==> config.mk <==
export PLATFORM = sky130hd
export DESIGN_NAME = led_blink_ctrl
export DESIGN_NICKNAME = d
export VERILOG_FILES = /design/src/rtl/led_blink_ctrl.sv
export SDC_FILE = /design/constraint.sdc
export NUM_CORES = 1
export LEC_CHECK = 0
export ABC_AREA = 1
export CORE_MARGIN = 2
export CORE_UTILIZATION = 45
export DETAILED_ROUTE_END_ITERATION = 8
export SLEW_MARGIN = 40
export SYNTH_ARGS = -nofsm -noshare
export SYNTH_HDL_FRONTEND = slang
export SYNTH_SLANG_ARGS = --single-unit
==> constraint.sdc <==
create_clock -name sys_clk_i -period 8.25 [get_ports sys_clk_i]
set_input_delay 0.825 -clock sys_clk_i [delete_from_list [all_inputs] [get_ports sys_clk_i]]
set_output_delay 0.825 -clock sys_clk_i [all_outputs]
set_load 0.005 [all_outputs]
==> src/rtl/led_blink_ctrl.sv <==
// Multi-channel LED blink controller: each channel has its own wrap counter,
// programmable period and mode (off/on/toggle/pulse), set through a one-cycle write port.
module led_blink_ctrl #(
    parameter int unsigned CH_NUM         = 4,
    parameter int unsigned CNT_W          = 25,
    parameter int unsigned DEFAULT_PERIOD = 24_999_999,
    parameter int unsigned CH_W           = 2
) (
    input  logic              sys_clk_i,
    input  logic              sys_rst_i,
    input  logic              enable_i,
    input  logic              cfg_we_i,
    input  logic [CH_W-1:0]   cfg_ch_i,
    input  logic [1:0]        cfg_mode_i,
    input  logic [CNT_W-1:0]  cfg_period_i,
    output logic              cfg_ack_o,
    output logic              cfg_err_o,
    output logic [CNT_W-1:0]  counter_o,
    output logic [CH_NUM-1:0] tick_o,
    output logic [CH_NUM-1:0] led_out_o
);

    typedef enum logic [1:0] {
        MODE_OFF    = 2'd0,
        MODE_ON     = 2'd1,
        MODE_TOGGLE = 2'd2,
        MODE_PULSE  = 2'd3
    } mode_e;

    mode_e             mode_q   [CH_NUM];
    mode_e             mode_d   [CH_NUM];
    logic [CNT_W-1:0]  period_q [CH_NUM];
    logic [CNT_W-1:0]  period_d [CH_NUM];
    logic [CNT_W-1:0]  cnt_q    [CH_NUM];
    logic [CNT_W-1:0]  cnt_d    [CH_NUM];
    logic [CH_NUM-1:0] tick_q, tick_d;
    logic [CH_NUM-1:0] led_q, led_d;
    logic              cfg_ack_q, cfg_ack_d;
    logic              cfg_err_q, cfg_err_d;
    logic              cfg_valid_c;
    logic [CH_NUM-1:0] wrap_c;
    logic [CH_NUM-1:0] sel_c;

    // Per-channel next state; an accepted write to a channel overrides its wrap.
    always_comb begin
        cfg_valid_c = (32'(cfg_ch_i) < CH_NUM);
        cfg_ack_d   = cfg_we_i & cfg_valid_c;
        cfg_err_d   = cfg_we_i & ~cfg_valid_c;
        for (int unsigned i = 0; i < CH_NUM; i++) begin
            mode_d[i]   = mode_q[i];
            period_d[i] = period_q[i];
            cnt_d[i]    = cnt_q[i];
            tick_d[i]   = 1'b0;
            led_d[i]    = led_q[i];
            wrap_c[i]   = (cnt_q[i] == period_q[i]);
            sel_c[i]    = cfg_ack_d & (cfg_ch_i == CH_W'(i));
            if (sel_c[i]) begin
                mode_d[i]   = mode_e'(cfg_mode_i);
                period_d[i] = cfg_period_i;
                cnt_d[i]    = '0;
                led_d[i]    = (mode_e'(cfg_mode_i) == MODE_ON);
            end else if (enable_i) begin
                if (mode_q[i] == MODE_OFF) begin
                    cnt_d[i] = '0;
                    led_d[i] = 1'b0;
                end else begin
                    cnt_d[i]  = wrap_c[i] ? '0 : cnt_q[i] + CNT_W'(1);
                    tick_d[i] = wrap_c[i];
                    case (mode_q[i])
                        MODE_ON:     led_d[i] = 1'b1;
                        MODE_TOGGLE: led_d[i] = led_q[i] ^ wrap_c[i];
                        default:     led_d[i] = wrap_c[i];
                    endcase
                end
            end
        end
    end

    always_ff @(posedge sys_clk_i or posedge sys_rst_i) begin
        if (sys_rst_i) begin
            for (int unsigned i = 0; i < CH_NUM; i++) begin
                mode_q[i]   <= MODE_TOGGLE;
                period_q[i] <= CNT_W'(DEFAULT_PERIOD);
                cnt_q[i]    <= '0;
            end
            tick_q    <= '0;
            led_q     <= '0;
            cfg_ack_q <= 1'b0;
            cfg_err_q <= 1'b0;
        end else begin
            mode_q    <= mode_d;
            period_q  <= period_d;
            cnt_q     <= cnt_d;
            tick_q    <= tick_d;
            led_q     <= led_d;
            cfg_ack_q <= cfg_ack_d;
            cfg_err_q <= cfg_err_d;
        end
    end

    assign cfg_ack_o = cfg_ack_q;
    assign cfg_err_o = cfg_err_q;
    assign counter_o = cnt_q[0];
    assign tick_o    = tick_q;
    assign led_out_o = led_q;

endmodule
== Yosys cells after proc, flatten, opt, wreduce, memory -nomap -nowiden ==
Cells that the tools add are included.
W data, S select, Z words.
Operators by class
  reduce and logical (&&, ||, !) cells: 9
  add/subtract/negate cells: 4
  multiplexer cells: 44
  bitwise operators: 8
  eq/ne operators: 16
Operators with widths (count)
  $mux W25: 16
  $add A25 B1 Y25 const B: 4
  $eq A25 B25 Y1: 4
  $mux W1: 24
  $eq A2 B1 Y1 const B: 6
  $eq A2 B2 Y1 const B: 6
  $logic_not A2 Y1: 5
  $pmux W1 S2: 4
  $reduce_bool A2 Y1: 4
  $and A1 B1 Y1: 4
  $xor A1 B1 Y1: 4
Word-level totals
  word-level logic and storage cells: 99
  output and inout bits: 35
  register bits: 217

== Longest topological paths before layout ==
  depth after elaboration: 6
  depth in mapped cells: 13
  gate-level depth less buffers: 12

== Least setup slack after synthesis ==
Ideal clock, no wire load.
  kind: input-to-reg
  start point: input enable_i
  end point: register cnt_q[28] in the netlist's numbering
  path slack: 6.244 ns
  data required time: 8.117 ns
  setup time: 0.133 ns
  stages on the path: 6
  arrival time: 1.873 ns
  cells stage by stage: buf_4 inv_1 nand2_1 clkbuf_1 clkbuf_1 a21oi_1
Between the ends
  word-level cells in the longest chain between the ends: 1
Ends and longest elaborated chain
  from (decl): RTL line 11  | input logic enable_i,
  $reduce_bool A2 Y1 (no line)
  to (signal assigned): RTL line 93  | cnt_q <= cnt_d;
  to (decl): RTL line 34  | logic [CNT_W-1:0] cnt_q [CH_NUM];
No other way between the ends.
A chain may end at the register's enable or synchronous reset.

== Final worst setup path ==
  start point: input cfg_we_i
  end point: register cnt_q[70] in the netlist's numbering
Between the ends
  word-level cells in the longest chain between the ends: 2
  elaborated cells between the ends (all ways): 3
Ends and longest elaborated chain
  from (decl): RTL line 12  | input logic cfg_we_i,
  $and A1 B1 Y1 (*): RTL line 56  | sel_c[i] = cfg_ack_d & (cfg_ch_i == CH_W'(i));
  $mux W25 / $reduce_bool A2 Y1 (equally long branches)
Mark *: on every way between the ends. The rest lies on a longest branch, timed or not.

==> results.toml <==
[status]
status = "completed"

[timing]
period_minus_slack_ns = 3.369
skew_ns = 0.008395
timing.final.crit_share_pct = 40.83
fin_ws_ns = 4.881
tightest_slew_ns = 0.7512
hold_viol = 0
rsz0062_at_grt = "false"
setup_viol = 0
fin_setup_tns_ns = 0
fmax_ghz = 0.2968
slew_violations = 0
timing.slew.headroom_pct = 49.92

[power]
power_density_mw_per_mm2 = 197.1
power_frac_comb_pct = 15.0
p_switching_w = 0.0008244
power.share.sequential_pct = 45.3
leakagePower_nw = 6.973
internal_power_w = 0.002063
vdd_drop_max_mv = 0.1245
power_switching_share_pct = 28.55
pwr-share-clk_pct = 39.7

[final_layout]
fin_nets = 1885
area_growth_pct = 12.38
nFillCells = 2799
layoutNonFillerInstCount = 2240
mostFrequentLayoutCells = "nand2_1 (561), inv_1 (234), nor2_1 (209)"
regArea_mm2 = 0.005520
layout-drive-gt1-share_pct = 8.890
multi_input_area_mm2 = 0.006136
final_common_cell = "nand2_1"
antennaDiodeCount = 0

[die]
rows = 62
die_area_mm2 = 0.03035
core_area_mm2 = 0.02863
start_util_pct = 45.55
die_h_um = 174.2
die_w_um = 174.2
io_pins = 68

[global_route]
use_met2_pct = 37.57
track_usage_pct = 22.99
grt_start_max_net_pins = 139
busiest_layer = "met2"
groute.layer.met3.usage_pct = 3.106
met1_usage_pct = 32.36
grt_overflow_total = 0
grt_pass1_wl_um = 55760
grt_pass1_vias = 10337
antenna_found_initial = 0

[cts]
cts_root_buffer = "clkbuf_16"
cts_resized = 0
clkSlewWorstSetupHoldPaths_ns = 0.06
hold_buffers = 0
htree_levels = 1
clock_latency_ns = 0.53
cts_tree = "yes"
cts_made_buffers = 26
cts_buffer_depth = 3
cts_setup_buffers = 0
cts_sinks = 217

[route]
wire_per_inst_um = 15.39
vias = 11037
route.detailed.drc = 0
first_iter_violations = 814
drt-total-wl_um = 34460
firstDrtPassIters = 5
vias_per_cell = 4.927
ant_nets = 0

[logic_synthesis]
synth.yosys.seq_area_share_pct = 42.34
synth_area_mm2 = 0.01304
syn_nets = 1867
synthArstFlopShare_pct = 100.0
synth_cell_types = 34
synthFlopType = "dfrtp_1"
syn_avg_cell_area_um2 = 7.172
yosys_register_bits = 217
yosys_warnings = 0
netlist_instances = 1818
synth_edf_count = 0

[worst_setup_path]
worstSetupPathType = "primary input to flip-flop"
crit_arrival_ns = 3.76
worstPathMaxFanout = 57
max_stage_delay_ns = 0.64
required_ns = 8.64
crit_path_start_kind = "primary input"
cp.buffers_inverters = 2
crit_path_cell_trace = "clkdlybuf4s50_1 -> nand3_4 -> nand2_1 -> inv_1 -> a21oi_4 -> nor2_1"
cp_top_family = "simple AND/OR/NAND/NOR gates"
cpMaxStageDelayCell = "nand2_1"
endpoint_kind = "flip-flop"

[placed_design]
hpwl_um = 24830
dp.cells = 2192
gp_congestion = 0.9115
pre_cts_slack_ns = 4.347
portBuffers = 66

[hold_path]
hp-class = "flip-flop to flip-flop"

[job]
maxCapViolCount = 0
[through the flow]
step                      instance area, um^2  utilization, %  power (W)  hold slack, ns
after global placement                  13770           48.12   0.001744          0.4862
after global routing                    14650           51.19   0.003039          0.5076
final                                   14650           51.19   0.002888          0.4944
after floorplan                         13040               -   0.001623          0.4719
after detailed placement                13790           48.17   0.001758          0.4898
after CTS                               14650           51.19   0.002921          0.4989
[worst register-to-register path: stages (launching register included)]
cell and delay [ns]:
dfrtp_1 0.40, ha_1 0.22, nand3_1 0.10, nor2_1 0.34, nand4_1 0.24, nor2_1 0.29
nand4_1 0.15, inv_1 0.09, nand2_1 0.05, nand2_1 0.06, nor2_1 0.04
[cells in the mapped netlist (2+ instances only)]
library cell	number	share of area, %
nand2_2	4	0.19
a21oi_4	2	0.25
dfstp_2	72	15
nand3_1	82	3.1
nor2_4	2	0.17
nand3b_1	9	0.52
ha_1	16	1.5
clkbuf_2	6	0.23
inv_2	9	0.26
nand3_2	2	0.15
nand2_1	561	16
buf_4	33	1.9
dfrtp_1	145	28
or2_2	5	0.24
a21oi_1	35	1.3
clkbuf_1	27	0.78
buf_1	4	0.12
nand4_1	45	2.2
nor2_1	209	6.0
nor3_1	27	1.0
o21ai_0	146	5.6
inv_1	236	6.8
xor2_1	82	5.5
xnor2_1	29	1.9
buf_2	10	0.38
buf_6	2	0.17
nor2_2	11	0.53
[final cells by class]
type	count	share of cell area (%)
tap	384	3.279
inverter	246	6.387
clock buffer	38	5.380
clock inverter	10	0.5123
timing repair buffer	73	4.893
sequential	217	37.67
multi-input combinational	1272	41.88
[state kept, by name, summed over array words and instances (netlist names)]
name	flops
mode_q	8
led_out_o	4
cfg_ack_o	1
counter_o	25
period_q	100
tick_o	4
cnt_q	75
[cells by family (layout without fill, tap and decap cells)]
| family | Yosys count | in the layout | synth area share (%) |
|---|---|---|---|
| other cells | 1 | 1 | 0.02876 |
| simple gates | 960 | 960 | 30.57 |
| flops | 217 | 217 | 42.34 |
| compound gates | 184 | 184 | 7.255 |
| buf+inv | 329 | 367 | 10.81 |
| fa+ha+maj | 16 | 16 | 1.535 |
| xor+xnor | 111 | 111 | 7.456 |
[final timing paths]
path | slack, ns | to | depth (start not counted) | from
hold reg to reg | 0.49 | period_q[71]$_DFFE_PP1P_ | 2 | period_q[71]$_DFFE_PP1P_
setup / recovery | 4.88 | cnt_q[70]$_DFFE_PP0P_ | 6 | cfg_we_i
max in group asynchronous | 6.18 | led_out_o[2]$_DFFE_PP0P_ | 3 | sys_rst_i
hold / removal | 0.49 | period_q[71]$_DFFE_PP1P_ | 2 | period_q[71]$_DFFE_PP1P_
setup reg to reg | 6.14 | cnt_q[68]$_DFFE_PP0P_ | 10 | cnt_q[50]$_DFFE_PP0P_
min in group asynchronous | 0.87 | cnt_q[68]$_DFFE_PP0P_ | 2 | sys_rst_i
[power groups by stage]
stage / Clock (W) / Sequential (W) / Combinational [W]
after floorplan: 0 / 0.00129 / 0.000337
after global placement: 0 / 0.00132 / 0.000424
after detailed placement: 0 / 0.00132 / 0.000436
after CTS: 0.00118 / 0.00131 / 0.000437
after global routing: 0.00121 / 0.00132 / 0.000502
final: 0.00115 / 0.00131 / 0.000432
[per-layer routing]
metal	part of all wire [%]	vias up
met5	0	-
met4	1.9	0
met3	4.4	45
met2	46	237
met1	48	5115
li1	-	5640
(Power assumes the default switching activity.)
